==> src/rtl/lock_pkg.sv <==
// Shared state codes, bank selects and default sizing for the lock sequencer.
package lock_pkg;

    typedef enum logic [2:0] {
        IDLE    = 3'd0,
        ENTER   = 3'd1,
        STORE   = 3'd2,
        COMPARE = 3'd3,
        UNLOCK  = 3'd4,
        FAIL    = 3'd5,
        LOCKOUT = 3'd6
    } lock_state_t;

    localparam logic BANK_IN  = 1'b0;
    localparam logic BANK_SYS = 1'b1;

    localparam int DEF_PW_LEN         = 4;
    localparam int DEF_DIGIT_W        = 2;
    localparam int DEF_MAX_ATTEMPTS   = 3;
    localparam int DEF_LOCKOUT_CYCLES = 16;
    localparam int DEF_UNLOCK_CYCLES  = 8;

endpackage

==> src/rtl/lock_sequencer_if.sv <==
// Register file bus between the sequencer (master) and the two digit banks (slave).
interface lock_sequencer_if #(
    parameter int PW_LEN  = 4,
    parameter int DIGIT_W = 2
) ();
    localparam int AW = (PW_LEN > 1) ? $clog2(PW_LEN) : 1;

    logic               wr_en;
    logic               wr_bank;
    logic [AW-1:0]      wr_addr;
    logic [DIGIT_W-1:0] wr_data;
    logic [AW-1:0]      rd_addr;
    logic [DIGIT_W-1:0] in_rd_data;
    logic [DIGIT_W-1:0] sys_rd_data;

    modport master (
        output wr_en, wr_bank, wr_addr, wr_data, rd_addr,
        input  in_rd_data, sys_rd_data
    );

    modport slave (
        input  wr_en, wr_bank, wr_addr, wr_data, rd_addr,
        output in_rd_data, sys_rd_data
    );
endinterface

==> src/rtl/lock_sequencer_btn_rise.sv <==
// One-flop rising-edge detector. Reset preloads the current level so a
// button held through reset does not produce an edge afterwards.
module btn_rise (
    input  logic clk,
    input  logic system_reset,
    input  logic btn,
    output logic rise
);
    logic prev_reg;

    // Track the previous level; reset loads the live level rather than 0.
    always_ff @(posedge clk) begin
        if (system_reset) prev_reg <= btn;
        else              prev_reg <= btn;
    end

    assign rise = btn & ~prev_reg;
endmodule

==> src/rtl/lock_sequencer.sv <==
// Password sequencer: digit entry/store writes, serial compare, attempt
// counting, timed lockout and timed unlock indication.
module lock_sequencer
    import lock_pkg::*;
#(
    parameter int PW_LEN         = DEF_PW_LEN,
    parameter int DIGIT_W        = DEF_DIGIT_W,
    parameter int MAX_ATTEMPTS   = DEF_MAX_ATTEMPTS,
    parameter int LOCKOUT_CYCLES = DEF_LOCKOUT_CYCLES,
    parameter int UNLOCK_CYCLES  = DEF_UNLOCK_CYCLES
) (
    input  logic                              clk,
    input  logic                              system_reset,
    input  logic                              store_btn,
    input  logic                              input_btn,
    input  logic                              submit_btn,
    input  logic [DIGIT_W-1:0]                digit,
    lock_sequencer_if.master                  rf,
    output logic                              unlock,
    output logic                              locked_out,
    output logic [2:0]                        state,
    output logic [$clog2(MAX_ATTEMPTS+1)-1:0] attempts,
    output logic [$clog2(PW_LEN+1)-1:0]       in_count,
    output logic [$clog2(PW_LEN+1)-1:0]       pw_len,
    output logic                              pw_valid
);
    localparam int AW   = (PW_LEN > 1) ? $clog2(PW_LEN) : 1;
    localparam int CW   = $clog2(PW_LEN+1);
    localparam int ATW  = $clog2(MAX_ATTEMPTS+1);
    localparam int TMAX = (LOCKOUT_CYCLES > UNLOCK_CYCLES) ? LOCKOUT_CYCLES : UNLOCK_CYCLES;
    localparam int TW   = (TMAX > 1) ? $clog2(TMAX) : 1;

    // Button order in the vector: 0 = store, 1 = input, 2 = submit.
    logic [2:0] btn_vec;
    logic [2:0] rise_vec;
    logic       store_rise, input_rise, submit_rise;

    assign btn_vec = {submit_btn, input_btn, store_btn};

    generate
        for (genvar gi = 0; gi < 3; gi++) begin : g_rise
            btn_rise u_rise (
                .clk          (clk),
                .system_reset (system_reset),
                .btn          (btn_vec[gi]),
                .rise         (rise_vec[gi])
            );
        end
    endgenerate

    assign store_rise  = rise_vec[0];
    assign input_rise  = rise_vec[1];
    assign submit_rise = rise_vec[2];

    lock_state_t        state_reg, state_next;
    logic [AW-1:0]      idx_reg, idx_next;
    logic               mismatch_reg, mismatch_next, mismatch_now;
    logic [CW-1:0]      in_count_reg, in_count_next;
    logic [CW-1:0]      store_cnt_reg, store_cnt_next;
    logic [CW-1:0]      pw_len_reg, pw_len_next;
    logic               pw_valid_reg, pw_valid_next;
    logic [ATW-1:0]     attempts_reg, attempts_next;
    logic [TW-1:0]      timer_reg, timer_next;
    logic               wr_en_reg, wr_en_next;
    logic               wr_bank_reg, wr_bank_next;
    logic [AW-1:0]      wr_addr_reg, wr_addr_next;
    logic [DIGIT_W-1:0] wr_data_reg, wr_data_next;
    logic               unlock_reg, locked_out_reg;

    // Next-state, counters, timer and write strobe generation.
    always_comb begin
        state_next     = state_reg;
        idx_next       = idx_reg;
        mismatch_next  = mismatch_reg;
        in_count_next  = in_count_reg;
        store_cnt_next = store_cnt_reg;
        pw_len_next    = pw_len_reg;
        pw_valid_next  = pw_valid_reg;
        attempts_next  = attempts_reg;
        timer_next     = timer_reg;
        wr_en_next     = 1'b0;
        wr_bank_next   = wr_bank_reg;
        wr_addr_next   = wr_addr_reg;
        wr_data_next   = wr_data_reg;
        // Digits beyond the stored length do not take part in the compare.
        mismatch_now   = mismatch_reg |
                         ((CW'(idx_reg) < pw_len_reg) && (rf.in_rd_data != rf.sys_rd_data));

        case (state_reg)
            IDLE: begin
                if (input_rise) begin
                    wr_en_next    = 1'b1;
                    wr_bank_next  = BANK_IN;
                    wr_addr_next  = '0;
                    wr_data_next  = digit;
                    in_count_next = CW'(1);
                    state_next    = ENTER;
                end else if (store_rise) begin
                    wr_en_next     = 1'b1;
                    wr_bank_next   = BANK_SYS;
                    wr_addr_next   = '0;
                    wr_data_next   = digit;
                    store_cnt_next = CW'(1);
                    state_next     = STORE;
                end
            end
            ENTER: begin
                if (submit_rise) begin
                    idx_next      = '0;
                    mismatch_next = 1'b0;
                    state_next    = COMPARE;
                end else if (input_rise && (in_count_reg < CW'(PW_LEN))) begin
                    wr_en_next    = 1'b1;
                    wr_bank_next  = BANK_IN;
                    wr_addr_next  = AW'(in_count_reg);
                    wr_data_next  = digit;
                    in_count_next = in_count_reg + 1'b1;
                end
            end
            STORE: begin
                if (submit_rise) begin
                    pw_len_next   = store_cnt_reg;
                    pw_valid_next = 1'b1;
                    state_next    = IDLE;
                end else if (store_rise && (store_cnt_reg < CW'(PW_LEN))) begin
                    wr_en_next     = 1'b1;
                    wr_bank_next   = BANK_SYS;
                    wr_addr_next   = AW'(store_cnt_reg);
                    wr_data_next   = digit;
                    store_cnt_next = store_cnt_reg + 1'b1;
                end
            end
            COMPARE: begin
                mismatch_next = mismatch_now;
                idx_next      = idx_reg + 1'b1;
                if (idx_reg == AW'(PW_LEN-1)) begin
                    in_count_next = '0;
                    if (pw_valid_reg && !mismatch_now && (in_count_reg == pw_len_reg)) begin
                        attempts_next = '0;
                        timer_next    = TW'(UNLOCK_CYCLES-1);
                        state_next    = UNLOCK;
                    end else begin
                        state_next    = FAIL;
                    end
                end
            end
            UNLOCK: begin
                if (timer_reg == '0) state_next = IDLE;
                else                 timer_next = timer_reg - 1'b1;
            end
            FAIL: begin
                in_count_next = '0;
                if ((attempts_reg + 1'b1) == ATW'(MAX_ATTEMPTS)) begin
                    attempts_next = ATW'(MAX_ATTEMPTS);
                    timer_next    = TW'(LOCKOUT_CYCLES-1);
                    state_next    = LOCKOUT;
                end else begin
                    attempts_next = attempts_reg + 1'b1;
                    state_next    = IDLE;
                end
            end
            LOCKOUT: begin
                if (timer_reg == '0) begin
                    attempts_next = '0;
                    state_next    = IDLE;
                end else begin
                    timer_next = timer_reg - 1'b1;
                end
            end
            default: state_next = IDLE;
        endcase
    end

    // State, counter and registered-output update.
    always_ff @(posedge clk) begin
        if (system_reset) begin
            state_reg      <= IDLE;
            idx_reg        <= '0;
            mismatch_reg   <= 1'b0;
            in_count_reg   <= '0;
            store_cnt_reg  <= '0;
            pw_len_reg     <= '0;
            pw_valid_reg   <= 1'b0;
            attempts_reg   <= '0;
            timer_reg      <= '0;
            wr_en_reg      <= 1'b0;
            wr_bank_reg    <= 1'b0;
            wr_addr_reg    <= '0;
            wr_data_reg    <= '0;
            unlock_reg     <= 1'b0;
            locked_out_reg <= 1'b0;
        end else begin
            state_reg      <= state_next;
            idx_reg        <= idx_next;
            mismatch_reg   <= mismatch_next;
            in_count_reg   <= in_count_next;
            store_cnt_reg  <= store_cnt_next;
            pw_len_reg     <= pw_len_next;
            pw_valid_reg   <= pw_valid_next;
            attempts_reg   <= attempts_next;
            timer_reg      <= timer_next;
            wr_en_reg      <= wr_en_next;
            wr_bank_reg    <= wr_bank_next;
            wr_addr_reg    <= wr_addr_next;
            wr_data_reg    <= wr_data_next;
            unlock_reg     <= (state_next == UNLOCK);
            locked_out_reg <= (state_next == LOCKOUT);
        end
    end

    assign rf.wr_en   = wr_en_reg;
    assign rf.wr_bank = wr_bank_reg;
    assign rf.wr_addr = wr_addr_reg;
    assign rf.wr_data = wr_data_reg;
    assign rf.rd_addr = idx_reg;

    assign unlock     = unlock_reg;
    assign locked_out = locked_out_reg;
    assign state      = state_reg;
    assign attempts   = attempts_reg;
    assign in_count   = in_count_reg;
    assign pw_len     = pw_len_reg;
    assign pw_valid   = pw_valid_reg;
endmodule

==> src/flat_wrapper.sv <==
// flat-port wrapper written by rule: the top's interface ports become plain ports
module lock_sequencer_flat import lock_pkg::*;
#(
    parameter int PW_LEN         = DEF_PW_LEN,
    parameter int DIGIT_W        = DEF_DIGIT_W,
    parameter int MAX_ATTEMPTS   = DEF_MAX_ATTEMPTS,
    parameter int LOCKOUT_CYCLES = DEF_LOCKOUT_CYCLES,
    parameter int UNLOCK_CYCLES  = DEF_UNLOCK_CYCLES
)
  (clk, system_reset, store_btn, input_btn, submit_btn, digit, unlock, locked_out, state, attempts, in_count, pw_len, pw_valid, rf_wr_en, rf_wr_bank, rf_wr_addr, rf_wr_data, rf_rd_addr, rf_in_rd_data, rf_sys_rd_data);
  lock_sequencer_if #(.PW_LEN(PW_LEN), .DIGIT_W(DIGIT_W)) rf_i ();
  input  logic clk;
  input  logic system_reset;
  input  logic store_btn;
  input  logic input_btn;
  input  logic submit_btn;
  input  logic [DIGIT_W-1:0] digit;
  output logic unlock;
  output logic locked_out;
  output logic [2:0] state;
  output logic [$clog2(MAX_ATTEMPTS+1)-1:0] attempts;
  output logic [$clog2(PW_LEN+1)-1:0] in_count;
  output logic [$clog2(PW_LEN+1)-1:0] pw_len;
  output logic pw_valid;
  output wire logic [$bits(rf_i.wr_en)-1:0] rf_wr_en;
  output wire logic [$bits(rf_i.wr_bank)-1:0] rf_wr_bank;
  output wire logic [$bits(rf_i.wr_addr)-1:0] rf_wr_addr;
  output wire logic [$bits(rf_i.wr_data)-1:0] rf_wr_data;
  output wire logic [$bits(rf_i.rd_addr)-1:0] rf_rd_addr;
  input wire logic [$bits(rf_i.in_rd_data)-1:0] rf_in_rd_data;
  input wire logic [$bits(rf_i.sys_rd_data)-1:0] rf_sys_rd_data;
  assign rf_wr_en = rf_i.wr_en;
  assign rf_wr_bank = rf_i.wr_bank;
  assign rf_wr_addr = rf_i.wr_addr;
  assign rf_wr_data = rf_i.wr_data;
  assign rf_rd_addr = rf_i.rd_addr;
  assign rf_i.in_rd_data = rf_in_rd_data;
  assign rf_i.sys_rd_data = rf_sys_rd_data;
  lock_sequencer #(.PW_LEN(PW_LEN), .DIGIT_W(DIGIT_W), .MAX_ATTEMPTS(MAX_ATTEMPTS), .LOCKOUT_CYCLES(LOCKOUT_CYCLES), .UNLOCK_CYCLES(UNLOCK_CYCLES)) u_core (.clk(clk), .system_reset(system_reset), .store_btn(store_btn), .input_btn(input_btn), .submit_btn(submit_btn), .digit(digit), .rf(rf_i), .unlock(unlock), .locked_out(locked_out), .state(state), .attempts(attempts), .in_count(in_count), .pw_len(pw_len), .pw_valid(pw_valid));
endmodule
==> config.mk <==
export PLATFORM = sky130hd
export DESIGN_NAME = lock_sequencer_flat
export DESIGN_NICKNAME = d
export VERILOG_FILES = /design/src/rtl/lock_pkg.sv /design/src/rtl/lock_sequencer_if.sv /design/src/rtl/lock_sequencer_btn_rise.sv /design/src/rtl/lock_sequencer.sv /design/src/flat_wrapper.sv
export SDC_FILE = /design/constraint.sdc
export NUM_CORES = 1
export LEC_CHECK = 0
export ABC_AREA = 1
export BUFFER_PORTS_ARGS = -buffer_cell sky130_fd_sc_hd__buf_2
export CORE_MARGIN = 2
export CORE_UTILIZATION = 44
export DETAILED_ROUTE_END_ITERATION = 16
export PLACE_DENSITY_LB_ADDON = 0.25
export SYNTH_ARGS = -nofsm -noshare
export SYNTH_HDL_FRONTEND = slang
export SYNTH_SLANG_ARGS = --single-unit
==> constraint.sdc <==
create_clock -name clk -period 2.45 [get_ports clk]
set_input_delay 0.3675 -clock clk [delete_from_list [all_inputs] [get_ports clk]]
set_output_delay 0.3675 -clock clk [all_outputs]
set_load 0.05 [all_outputs]
==> results.json <==
{
  "drt_pass1_iterations": 4,
  "layout_setup_ws_ns": 0.738,
  "cp_common_cell": "nand2_1",
  "grt_first_pass_wirelength_microns": 5900,
  "grt-ovfl-total": 0,
  "critPathCaptureType": "flip-flop",
  "diodes": 0,
  "syn_inst": 244,
  "worstSetupPathType": "reg2reg",
  "finClkSkew_ns": 0.00325,
  "initial_core_util": 0.458,
  "numCtsBuffers": 5,
  "cts_setup_buffers": 0,
  "hold_path.startpoint": "submit_btn",
  "gp_congestion": 0.823,
  "grt_pass1_vias": 1335,
  "clk_latency_ns": 0.28,
  "power_density_mw_per_mm2": 623,
  "drt-initial-drc-count": 73,
  "switching_share": 0.317,
  "slew_headroom": 0.668,
  "clock-sinks": 33,
  "p_switching_mw": 0.386,
  "cap_viol_max_count": 0,
  "ant_nets": 0,
  "die_area_sq_mm": 0.00432,
  "path_clk_slew_ns": 0.06,
  "syn_nets": 262,
  "power_frac_seq": 0.481,
  "worst_slew_pin_slew_ns": 0.497,
  "most-common-layout-cells": "nand2_1 (55), inv_1 (40), nor2_1 (36)",
  "post_drt_wl_per_cell_microns": 10.9,
  "chipHeight_microns": 65.7,
  "dpl.hpwl_microns": 2740,
  "min_period_ns": 1.71,
  "post-route-util": 0.535,
  "ios": 33,
  "largest_register_ffs": 4,
  "hold_viol_final": 0,
  "critPathArrivalTime_ns": 1.93,
  "power.leakage_nw": 0.984,
  "grt_usage": 0.178,
  "path_cells": "inv_1, ha_1, inv_1, nor2_1, a21oi_1, nand2_1, nand3_1, nand2_1, nand2_1, nand2_1, nand2_1, nor2_1",
  "drive_gt1_frac": 0.167,
  "nets": 299,
  "peakVddDrop_mv": 0.383,
  "avgSynthCellArea_sq_um": 6.87,
  "syn_area_sq_mm": 0.00168,
  "finalCritPeriodShare": 0.699,
  "routed_wl_microns": 3600,
  "yosys_warnings": 0,
  "clockBufferDepth": 2,
  "setup_viol": 0,
  "vias_per_cell": 4.75,
  "root_buffer": "clkbuf_8",
  "status": "finished clean",
  "holdWs_ns": 0.202,
  "comb_power_share": 0.204,
  "core-area_sq_mm": 0.00366,
  "antenna_found_initial": 0,
  "tns_ns": 0,
  "post_synth_num_cell_types": 27,
  "worstSetupStartpoint": "u_core.pw_len[1]",
  "syn_to_final_growth_pct": 16.9,
  "fmax_mhz": 584,
  "clockPowerShare": 0.315,
  "worst_setup_path_start_kind": "flip-flop",
  "cts_resized": 0,
  "synth-seq-cells": 33,
  "vias": 1568,
  "htreeDepth": 2,
  "reg2reg_from": "u_core.pw_len[1]",
  "num-fill-cells": 379,
  "yosysSeqAreaShare": 0.394,
  "drc": 0,
  "grt_max_degree": 18,
  "final_common_cell": "nand2_1",
  "tritoncts": "yes",
  "required_ns": 2.67,
  "rsz0062_at_grt": "false",
  "hold_buffers": 0,
  "power_mw": 1.22,
  "drv_slew": 0,
  "die_w_microns": 65.7,
  "place_ws_ns": 0.754,
  "core.rowCount": 22,
  "p_int_mw": 0.834,
  "critPathSlowestCell": "dfxtp_1",
  "critPathMaxStageDelay_ns": 0.34,
  "numPortBuffers": 32,
  "cp_max_fo": 9,
  "hold_class": "in2reg"
}
[critical path, delay by kind of cell, from the launching register on]
family | cells | cell delay [ns]
AND/OR/NAND/NOR | 8 | 0.85
flip-flops | 1 | 0.34
adder cells (fa/ha/maj) | 1 | 0.27
buffers and inverters | 2 | 0.12
AO/OA/AOI/OAI | 1 | 0.07
[power by group through the flow]
stage	clock, mW	sequential [mW]	combinational (mW)
after global placement	0	0.598	0.249
after detailed placement	0	0.598	0.250
final	0.384	0.587	0.249
after floorplan	0	0.662	0.128
after global routing	0.418	0.589	0.276
after CTS	0.391	0.587	0.250
[logic make-up after synthesis]
family | synth area share
AOI/OAI and AO/OA | 0.137
xor gates and xnor gates | 0.0104
adders and majority gates | 0.0522
buffers and inverters | 0.102
DFF | 0.394
and+or+nand+nor | 0.304
[metrics by stage]
step | instances | cell area, sq um
2_1_floorplan | 244 | 1680
3_3_place_gp | 322 | 1880
3_5_place_dp | 322 | 1880
4_1_cts | 330 | 1960
5_1_grt | 330 | 1960
6_report | 330 | 1960
[metal layers]
metal	vias to the layer above	wire, microns	track usage	share of wire
met5	-	0	0	0
met1	680	1810	0.245	0.50
met4	0	16	0.0469	0.0045
met2	38	1600	0.273	0.44
li1	848	-	-	-
met3	2	169	0.0514	0.047
[synthesized netlist by cell type, drive strengths merged]
master   n  area (sq um)
o21ai   13          68.8
xnor2    1          8.76
a211oi   1          7.51
nand4    4          25.0
ha       7          87.6
nor2    38           148
nand2   57           224
clkbuf   2          17.5
a21o     1          7.51
xor2     1          8.76
nor3     3          20.0
a31oi    3          25.0
inv     41           154
nand3   15          92.6
o22ai    1          6.26
dfxtp   33           661
a21oi   23           115
[worst paths after layout]
kind	end	slack [ns]	cells after the start
max reg2reg	u_core.timer_reg[2]	0.74	12
max	u_core.timer_reg[2]	0.74	12
min	u_core.g_rise[2].u_rise.prev_reg	0.20	1
min reg2reg	u_core.rf.wr_data[0]	0.46	2
[cell type report]
| cell class | instances | area, sq um | share of cell area |
|---|---|---|---|
| clock buffers | 8 | 80.1 | 0.0409 |
| flip-flops and latches | 33 | 661 | 0.337 |
| multi-input cells | 168 | 845 | 0.431 |
| well taps | 48 | 60.1 | 0.0307 |
| inverters | 41 | 154 | 0.0785 |
| repair buffers | 32 | 160 | 0.0817 |
Note: power is estimated with default switching activity, not from simulation.
